[src/rtl/clu_isolate_pkg.sv]
// Shared types and helpers for the cluster AXI isolation controller.
package clu_isolate_pkg;

    typedef enum logic [1:0] {
        ST_ACTIVE   = 2'd0,
        ST_DRAIN    = 2'd1,
        ST_ISOLATED = 2'd2
    } state_t;

    // Width needed to hold 0..max_txns inclusive.
    function automatic int cnt_width(input int max_txns);
        return $clog2(max_txns + 1);
    endfunction

endpackage

[src/rtl/clu_txn_counter.sv]
// Saturating outstanding-transaction counter with a sticky underflow flag.
module clu_txn_counter
    import clu_isolate_pkg::*;
#(
    parameter int MaxTxns = 8,
    parameter int CntW    = cnt_width(MaxTxns)
) (
    input  logic            clk,
    input  logic            rst,
    input  logic            inc,
    input  logic            dec,
    output logic [CntW-1:0] cnt,
    output logic            err
);

    localparam logic [CntW-1:0] CntMax = CntW'(MaxTxns);

    // A simultaneous inc and dec is a net no-op, including at zero.
    always_ff @(posedge clk or posedge rst) begin
        if (rst) begin
            cnt <= '0;
            err <= 1'b0;
        end else if (inc && !dec) begin
            if (cnt != CntMax) begin
                cnt <= cnt + CntW'(1);
            end
        end else if (dec && !inc) begin
            if (cnt != '0) begin
                cnt <= cnt - CntW'(1);
            end else begin
                err <= 1'b1;
            end
        end
    end

endmodule

[src/rtl/clu_isolate_ctrl.sv]
// Supervises cluster narrow AXI ports: limits outstanding transactions per port
// and direction, and drains/gates all ports on an isolation request.
module clu_isolate_ctrl
    import clu_isolate_pkg::*;
#(
    parameter int NumPorts = 2,
    parameter int MaxTxns  = 8
) (
    input  logic                soc_clk_i,
    input  logic                rst_i,
    input  logic                isolate_req_i,
    input  logic [NumPorts-1:0] aw_valid_i,
    input  logic [NumPorts-1:0] aw_ready_i,
    input  logic [NumPorts-1:0] ar_valid_i,
    input  logic [NumPorts-1:0] ar_ready_i,
    input  logic [NumPorts-1:0] b_valid_i,
    input  logic [NumPorts-1:0] b_ready_i,
    input  logic [NumPorts-1:0] r_valid_i,
    input  logic [NumPorts-1:0] r_ready_i,
    input  logic [NumPorts-1:0] r_last_i,
    output logic [NumPorts-1:0] aw_gate_o,
    output logic [NumPorts-1:0] ar_gate_o,
    output logic                isolated_o,
    output logic [1:0]          state_o,
    output logic                err_o
);

    localparam int              CntW    = cnt_width(MaxTxns);
    localparam logic [CntW-1:0] CntMax  = CntW'(MaxTxns);
    localparam logic [CntW-1:0] CntLast = CntW'(MaxTxns - 1);

    state_t              state_reg, state_next;
    logic                isolated_reg;
    logic [NumPorts-1:0] aw_gate_reg, ar_gate_reg, aw_gate_next, ar_gate_next;
    logic [NumPorts-1:0] aw_pend_reg, ar_pend_reg, aw_pend_next, ar_pend_next;
    logic [NumPorts-1:0] aw_acc, ar_acc, b_evt, r_end;
    logic [NumPorts-1:0] wr_idle, rd_idle, wr_err, rd_err;
    logic                leaving_active, drained;

    assign aw_acc = aw_valid_i & aw_ready_i & ~aw_gate_reg;
    assign ar_acc = ar_valid_i & ar_ready_i & ~ar_gate_reg;
    assign b_evt  = b_valid_i & b_ready_i;
    assign r_end  = r_valid_i & r_ready_i & r_last_i;

    // Gates follow the next state so they drop together with the return to ACTIVE.
    assign leaving_active = (state_next != ST_ACTIVE);

    generate
        for (genvar gi = 0; gi < NumPorts; gi++) begin : g_port
            logic [CntW-1:0] wr_cnt, rd_cnt;
            logic            aw_demand, ar_demand, aw_safe, ar_safe;

            clu_txn_counter #(.MaxTxns(MaxTxns), .CntW(CntW)) u_wr_cnt (
                .clk (soc_clk_i),
                .rst (rst_i),
                .inc (aw_acc[gi]),
                .dec (b_evt[gi]),
                .cnt (wr_cnt),
                .err (wr_err[gi])
            );

            clu_txn_counter #(.MaxTxns(MaxTxns), .CntW(CntW)) u_rd_cnt (
                .clk (soc_clk_i),
                .rst (rst_i),
                .inc (ar_acc[gi]),
                .dec (r_end[gi]),
                .cnt (rd_cnt),
                .err (rd_err[gi])
            );

            assign wr_idle[gi] = (wr_cnt == '0);
            assign rd_idle[gi] = (rd_cnt == '0);

            // The limiter term anticipates the accept that fills the last slot.
            assign aw_demand = leaving_active || (wr_cnt == CntMax) ||
                               (aw_acc[gi] && !b_evt[gi] && (wr_cnt == CntLast));
            assign ar_demand = leaving_active || (rd_cnt == CntMax) ||
                               (ar_acc[gi] && !r_end[gi] && (rd_cnt == CntLast));

            // Never close on a handshake that has started but not completed.
            assign aw_safe = !(aw_pend_reg[gi] && !aw_acc[gi]) && !(aw_valid_i[gi] && !aw_ready_i[gi]);
            assign ar_safe = !(ar_pend_reg[gi] && !ar_acc[gi]) && !(ar_valid_i[gi] && !ar_ready_i[gi]);

            assign aw_gate_next[gi] = aw_demand && (aw_gate_reg[gi] || aw_safe);
            assign ar_gate_next[gi] = ar_demand && (ar_gate_reg[gi] || ar_safe);

            assign aw_pend_next[gi] = (aw_valid_i[gi] && !aw_ready_i[gi] && !aw_gate_reg[gi]) ||
                                      (aw_pend_reg[gi] && !aw_acc[gi]);
            assign ar_pend_next[gi] = (ar_valid_i[gi] && !ar_ready_i[gi] && !ar_gate_reg[gi]) ||
                                      (ar_pend_reg[gi] && !ar_acc[gi]);
        end
    endgenerate

    assign drained = (&aw_gate_reg) && (&ar_gate_reg) && (&wr_idle) && (&rd_idle) &&
                     !(|aw_pend_reg) && !(|ar_pend_reg);

    always_comb begin
        state_next = state_reg;
        unique case (state_reg)
            ST_ACTIVE: begin
                if (isolate_req_i) state_next = ST_DRAIN;
            end
            ST_DRAIN: begin
                if (!isolate_req_i) state_next = ST_ACTIVE;
                else if (drained)   state_next = ST_ISOLATED;
            end
            ST_ISOLATED: begin
                if (!isolate_req_i) state_next = ST_ACTIVE;
            end
            default: state_next = ST_ACTIVE;
        endcase
    end

    always_ff @(posedge soc_clk_i or posedge rst_i) begin
        if (rst_i) begin
            state_reg    <= ST_ACTIVE;
            isolated_reg <= 1'b0;
            aw_gate_reg  <= '0;
            ar_gate_reg  <= '0;
            aw_pend_reg  <= '0;
            ar_pend_reg  <= '0;
        end else begin
            state_reg    <= state_next;
            isolated_reg <= (state_next == ST_ISOLATED);
            aw_gate_reg  <= aw_gate_next;
            ar_gate_reg  <= ar_gate_next;
            aw_pend_reg  <= aw_pend_next;
            ar_pend_reg  <= ar_pend_next;
        end
    end

    assign aw_gate_o  = aw_gate_reg;
    assign ar_gate_o  = ar_gate_reg;
    assign isolated_o = isolated_reg;
    assign state_o    = state_reg;
    assign err_o      = |{wr_err, rd_err};

endmodule
[config.mk]
export PLATFORM = sky130hd
export DESIGN_NAME = clu_isolate_ctrl
export DESIGN_NICKNAME = d
export VERILOG_FILES = /design/src/rtl/clu_isolate_pkg.sv /design/src/rtl/clu_txn_counter.sv /design/src/rtl/clu_isolate_ctrl.sv
export SDC_FILE = /design/constraint.sdc
export NUM_CORES = 1
export LEC_CHECK = 0
export BUFFER_PORTS_ARGS = -buffer_cell sky130_fd_sc_hd__buf_2
export CORE_AREA = 4 4 83 85
export DETAILED_ROUTE_END_ITERATION = 10
export DIE_AREA = 0 0 87 89
export REMOVE_ABC_BUFFERS = 1
export SLEW_MARGIN = 20
export SYNTH_ARGS = -nofsm -noshare
export SYNTH_HDL_FRONTEND = slang
export SYNTH_HIERARCHICAL = 1
export SYNTH_SLANG_ARGS = --single-unit
[constraint.sdc]
create_clock -name soc_clk_i -period 2.45 [get_ports soc_clk_i]
set_input_delay 0 -clock soc_clk_i [delete_from_list [all_inputs] [get_ports soc_clk_i]]
set_output_delay 0 -clock soc_clk_i [all_outputs]
set_load 0.005 [all_outputs]
==> qor.csv, run 1 <==
metric,value,unit
Slew Limit Fails,0,
maxcap violations,0,
CTS sink count,31,
Final GP Congestion,0.757,
Worst R2R Setup Slack,300,ps
Post-synth EDFFs,0,
cell taking the most area after synthesis,dfrtp_1,
Setup TNS,0,ps
global-route wire length before repair,6720,um
Setup crit start kind,flop,
sink of the worst hold path,ar_pend_reg[1],
largest net degree at the start of global routing,12,
Vias/cell,4.80,
synthesized area per cell,9.64,sq um
WP data required,2610,ps
Post-DRT Antenna Nets,0,
number of buffers created by CTS,5,
r2r worst-path depth,9,
post-synth cell types,31,
VDD IR max,0.365,mV
initial antenna violation count,0,
Hold Path Origin,ar_valid_i[1],
Core Rows,29,
Total GRT Usage,11.2,%
reg2reg start,ar_gate_o[0],
root buf cell,clkbuf_8,
DRC viols,0,
"Design Area, Final",2320,sq um
status,finished clean,
DR WL met3,195,um
Hold Path Stages,3,
placed cell count,309,
Worst-Skew Late Latency,280,ps
WL/cell,12.6,um
metal2 WL,1850,um
Initial Util,31.7,%
Top Registers,"g_port.u_rd_cnt/cnt x8, g_port.u_wr_cnt/cnt x8",
synthesized flop and latch total,31,
Slew @ Worst Pin,716,ps
synth warn,6,
Sequential Power Share,42.4,%
Reg-to-Reg End,g_port[0].u_rd_cnt/cnt[3],
vias in the first global route,1438,
Slew headroom,51.8,%
Area contributors post-synth,"dfrtp_1, ha_1, a21oi_1, fa_1, nor3_2",
Overflow after GRT,0,
crit path capture type,flop,
fin util,37.4,%
"Reg clk slew, reported paths",60,ps
arrival time worst endpoint,2310,ps
"Gates resized, CTS repair",0,
met1 wire length,1930,um
fmax,465,MHz
nets,282,
sw frac,40.8,%
DP HPWL,3220,um
Layout Skew,2.97,ps
Core Footprint,6200,sq um
Setup CP Type,flop to flop,
final worst-path cycle share,87.7,%
count of buffers from port buffering,28,
CTS tree,yes,
die height,89,um
# diodes,0,
"Async S/R FF share, synth",100,%
crit-path max FO,5,
post-synth top area share,39.4,%
Hold Slack,28.1,ps
HP Class,input port to flop,
WL final,4030,um
cells after synthesis,204,
die area,7740,sq um
share of layout cells above drive strength 1,20.7,%
Max Used Layer,met4,
Final Setup Violations,0,
area grow syn2layout,18.1,%
Synth Cell Area,1970,sq um
Pleak,0.00105,uW
final cell count without fillers,319,
Final Hold Viols,0,
crit path time final,2150,ps
DRT Pass-1 Iters,4,
Int Pwr,1530,uW
unrepaired setup endpoints after global routing,false,
drt first-iter violations,46,
DP Area,2200,sq um
I/O pin count,29,
P_sw,1050,uW
most common library cells after synthesis,"dfrtp_1, inv_1, nand2_1",
Die X,87,um
clock share of power,16.9,%
vias,1530,
Comb pwr share,40.7,%
Pwr Density,1110,nW/um^2
H-Tree Depth,2,
predominant post-synthesis flop cell,dfrtp_1,
most numerous cell in the Yosys netlist,dfrtp_1,
clk buf depth,2,
filler cell count,625,
"Seq/Total Area, Yosys",39.4,%
[critical path, cell delays in order (launching register included)]
cell and delay (ps):
dfrtp_1 380, inv_1 150, and3_1 260, ha_1 240, inv_1 120, ha_1 340, a21oi_1 180, and3_1 170
o21ai_1 70, xnor2_1 130
[metrics by stage]
stage | setup WS (ps) | power [uW]
after floorplan | 504 | 1870
after global placement | 360 | 2130
after detailed placement | 313 | 2150
after CTS | 292 | 2610
after global routing | 110 | 2830
final | 301 | 2580
[cells by family (layout without fill, tap and decap cells)]
group / Yosys count / after routing / synth area share [%]
compound gates: 46 / 46 / 14.8
flops: 31 / 31 / 39.4
buf+inv: 21 / 59 / 4.01
simple gates: 78 / 78 / 24.0
xor+xnor: 8 / 8 / 3.56
fa+ha+maj: 20 / 20 / 14.2
[power by group through the flow]
stage | clock network, uW | logic [uW] | registers [uW]
floorplan | 0 | 855 | 1010
global placement | 0 | 1030 | 1100
detailed placement | 0 | 1050 | 1100
CTS | 454 | 1060 | 1090
global route | 477 | 1210 | 1140
finish | 434 | 1050 | 1090
[per-layer routing]
| metal | GRT usage (%) | vias up |
|---|---|---|
| met5 | 0 | - |
| met4 | 3.82 | 0 |
| met3 | 3.96 | 6 |
| met2 | 17.7 | 22 |
| met1 | 14.4 | 707 |
| li1 | - | 795 |
[worst max path at each step]
stage | startpoint | endpoint | slack (ps) | cells past startpoint
global placement | aw_gate_o[1] | g_port[1].u_wr_cnt/cnt[3] | 360 | 9
CTS | ar_gate_o[0] | g_port[0].u_rd_cnt/cnt[3] | 290 | 9
floorplan | ar_gate_o[0] | g_port[0].u_rd_cnt/cnt[3] | 500 | 9
finish | ar_gate_o[0] | g_port[0].u_rd_cnt/cnt[3] | 300 | 9
global route | ar_gate_o[1] | g_port[1].u_rd_cnt/cnt[3] | 110 | 9
detailed placement | ar_gate_o[0] | g_port[0].u_rd_cnt/cnt[3] | 310 | 9
[cell usage in the layout, fill, tap and decap left out, drive strengths merged]
cell         count
nand4b           1
buf             28
nor4b            1
nor2b            2
nand2b           8
nor2            11
o21ai           12
a31oi            4
fa               4
inv             21
a21oi           16
nand4            2
ha              16
and4             1
clkbuf           8
dfrtp           31
nor3             8
a41oi            1
nand2           20
and2             3
and4b            1
a221oi           1
xnor2            8
a31o             8
nor4             1
nor3b            2
nand3b           1
a21boi           1
a22oi            3
nand3            5
or4              1
dlygate4sd3      2
and3            10
[layout make-up]
type	instances	area [sq um]	share of cell area, %
clock buffer	8	100	4.31
timing repair buffer	30	160	6.89
inverter	21	78.8	3.39
multi-input combinational	152	1110	47.9
sequential	31	776	33.4
tap	77	96.3	4.15
[timing repair]
action,4_1_cts,5_1_grt
hold buffers,2,0
setup buffers,0,0
hold endpoints to repair,32,0
Power figures use the tool's default switching activity.
==> run 2: changes to the inputs <==
--- a/config.mk
+++ b/config.mk
@@ -9,6 +9,7 @@
 export CORE_AREA = 4 4 83 85
 export DETAILED_ROUTE_END_ITERATION = 10
 export DIE_AREA = 0 0 87 89
+export PLACE_DENSITY = 0.54
 export REMOVE_ABC_BUFFERS = 1
 export SLEW_MARGIN = 20
 export SYNTH_ARGS = -nofsm -noshare
==> run 2 against run 1 <==
  * Wire length up 5.2%
  * Critical path depth stayed put
  * First-iteration DRC count increased by 85%
  * Sequential share of layout area shrank 0.25 points
  * Setup slack got worse by 31 ps
  * Die area is the same
  * Combinational power about the same
  * Final cell count unchanged
  * Clock skew grew 5.0 ps
  * Highest routed layer unchanged
==> qor.csv, run 2 (synthesized netlist as in run 1, its figures left out) <==
metric,value,unit
status,finished clean,
area of the multi-input gates,1110,sq um
count of buffers from port buffering,28,
final worst-path cycle share,89.0,%
vias,1551,
Top Registers,"g_port.u_rd_cnt/cnt x8, g_port.u_wr_cnt/cnt x8",
"commonest cells after routing, fill and taps aside","dfrtp_1, buf_2, inv_1",
initial antenna violation count,0,
Final Setup Violations,0,
fin util,37.7,%
I/O pin count,29,
Slew headroom,49.7,%
root buf cell,clkbuf_8,
sw frac,40.4,%
Core Footprint,6200,sq um
Setup CP Type,flop to flop,
Die X,87,um
crit path capture type,flop,
crit path time final,2180,ps
Buf/Inv on CP,2,
DP HPWL,3340,um
maxcap violations,0,
Initial Util,31.7,%
Hold Slack,20.7,ps
clk buf depth,2,
CTS sink count,31,
hold_buf cts,2,
"Reg clk slew, reported paths",70,ps
HP Class,input port to flop,
Total GRT Usage,11.7,%
Final GP Congestion,0.739,
clock share of power,19.5,%
Comb pwr share,39.7,%
Layout Skew,7.99,ps
DRT Pass-1 Iters,4,
largest net degree at the start of global routing,12,
crit-path max FO,5,
share of layout cells above drive strength 1,21.1,%
Int Pwr,1600,uW
filler cell count,625,
crit-path cells,"inv_1, and3_1, ha_1, inv_1, ha_1, a21oi_1, and3_1, o21ai_1, xnor2_1",
Slew Limit Fails,0,
H-Tree Depth,2,
unrepaired setup endpoints after global routing,false,
"commonest non-fill, non-tap cell in the layout",dfrtp_1,
Worst path top cell family by delay,adder cells,
area grow syn2layout,19.0,%
Post-DRT Antenna Nets,0,
Core Rows,29,
number of buffers created by CTS,5,
fmax,459,MHz
WP data required,2610,ps
drt first-iter violations,85,
arrival time worst endpoint,2340,ps
DRC viols,0,
global-route wire length before repair,7040,um
Overflow after GRT,0,
nets,282,
Slew @ Worst Pin,748,ps
Setup TNS,0,ps
WL final,4240,um
die height,89,um
Worst-Skew Late Latency,280,ps
"Slowest-stage cell, CP",dfrtp_1,
# diodes,0,
setup repair bufs after CTS,0,
Setup crit start kind,flop,
die area,7740,sq um
Pwr Density,1150,nW/um^2
Pleak,0.00106,uW
Vias/cell,4.86,
Critical Path Max Stage Delay,380,ps
WL/cell,13.3,um
vias in the first global route,1533,
Final Hold Viols,0,
"Gates resized, CTS repair",0,
P_sw,1080,uW
Tot Pwr,2680,uW
CTS tree,yes,
Sequential Power Share,40.9,%
VDD IR max,0.528,mV
Seq. cell area,776,sq um
## run 2: cell type report
type	count	area share [%]
clock buffers	6	3.53
clock inverters	2	1.50
inverters	21	3.37
multi-input cells	152	47.5
flip-flops and latches	31	33.1
well taps	77	4.12
repair buffers	30	6.84
## run 2: worst paths after layout
kind | from | cells past startpoint | endpoint | slack, ps
worst max register to register | ar_gate_o[0] | 9 | g_port[0].u_rd_cnt/cnt[3] | 270
worst min-delay path | ar_valid_i[1] | 3 | ar_pend_reg[1] | 20
max in group asynchronous | rst_i | 3 | ar_gate_o[0] | 1850
worst min register to register | g_port[1].u_wr_cnt/err | 1 | g_port[1].u_wr_cnt/err | 460
min in group asynchronous | rst_i | 3 | g_port[1].u_wr_cnt/cnt[3] | 220
worst max-delay path | ar_gate_o[0] | 9 | g_port[0].u_rd_cnt/cnt[3] | 270
## run 2: worst min-delay path: stages
cell	delay (ps)
buf_2	80
a21oi_1	60
nor2_1	110
## run 2: power groups by stage
stage,clock [uW],combinational [uW],sequential (uW)
2_1_floorplan,0,855,1010
4_1_cts,538,1070,1100
6_report,522,1060,1100
3_5_place_dp,0,1070,1110
5_1_grt,557,1240,1150
3_3_place_gp,0,1040,1100
## run 2: through the flow
stage	setup WS, ps	area (sq um)	instances
final	270	2340	319
after global routing	35.4	2340	319
after CTS	278	2340	319
after detailed placement	295	2200	309
after global placement	348	2200	309
after floorplan	504	1970	204
## run 2: metal layers
layer / track usage [%] / share of wire [%] / vias up / wire length [um]
met5: 0 / 0 / - / 0
met4: 5.10 / 0.64 / 0 / 27
met3: 2.58 / 3.8 / 4 / 163
met2: 19.3 / 48 / 25 / 2030
met1: 14.8 / 47 / 732 / 2010
li1: - / - / 790 / -
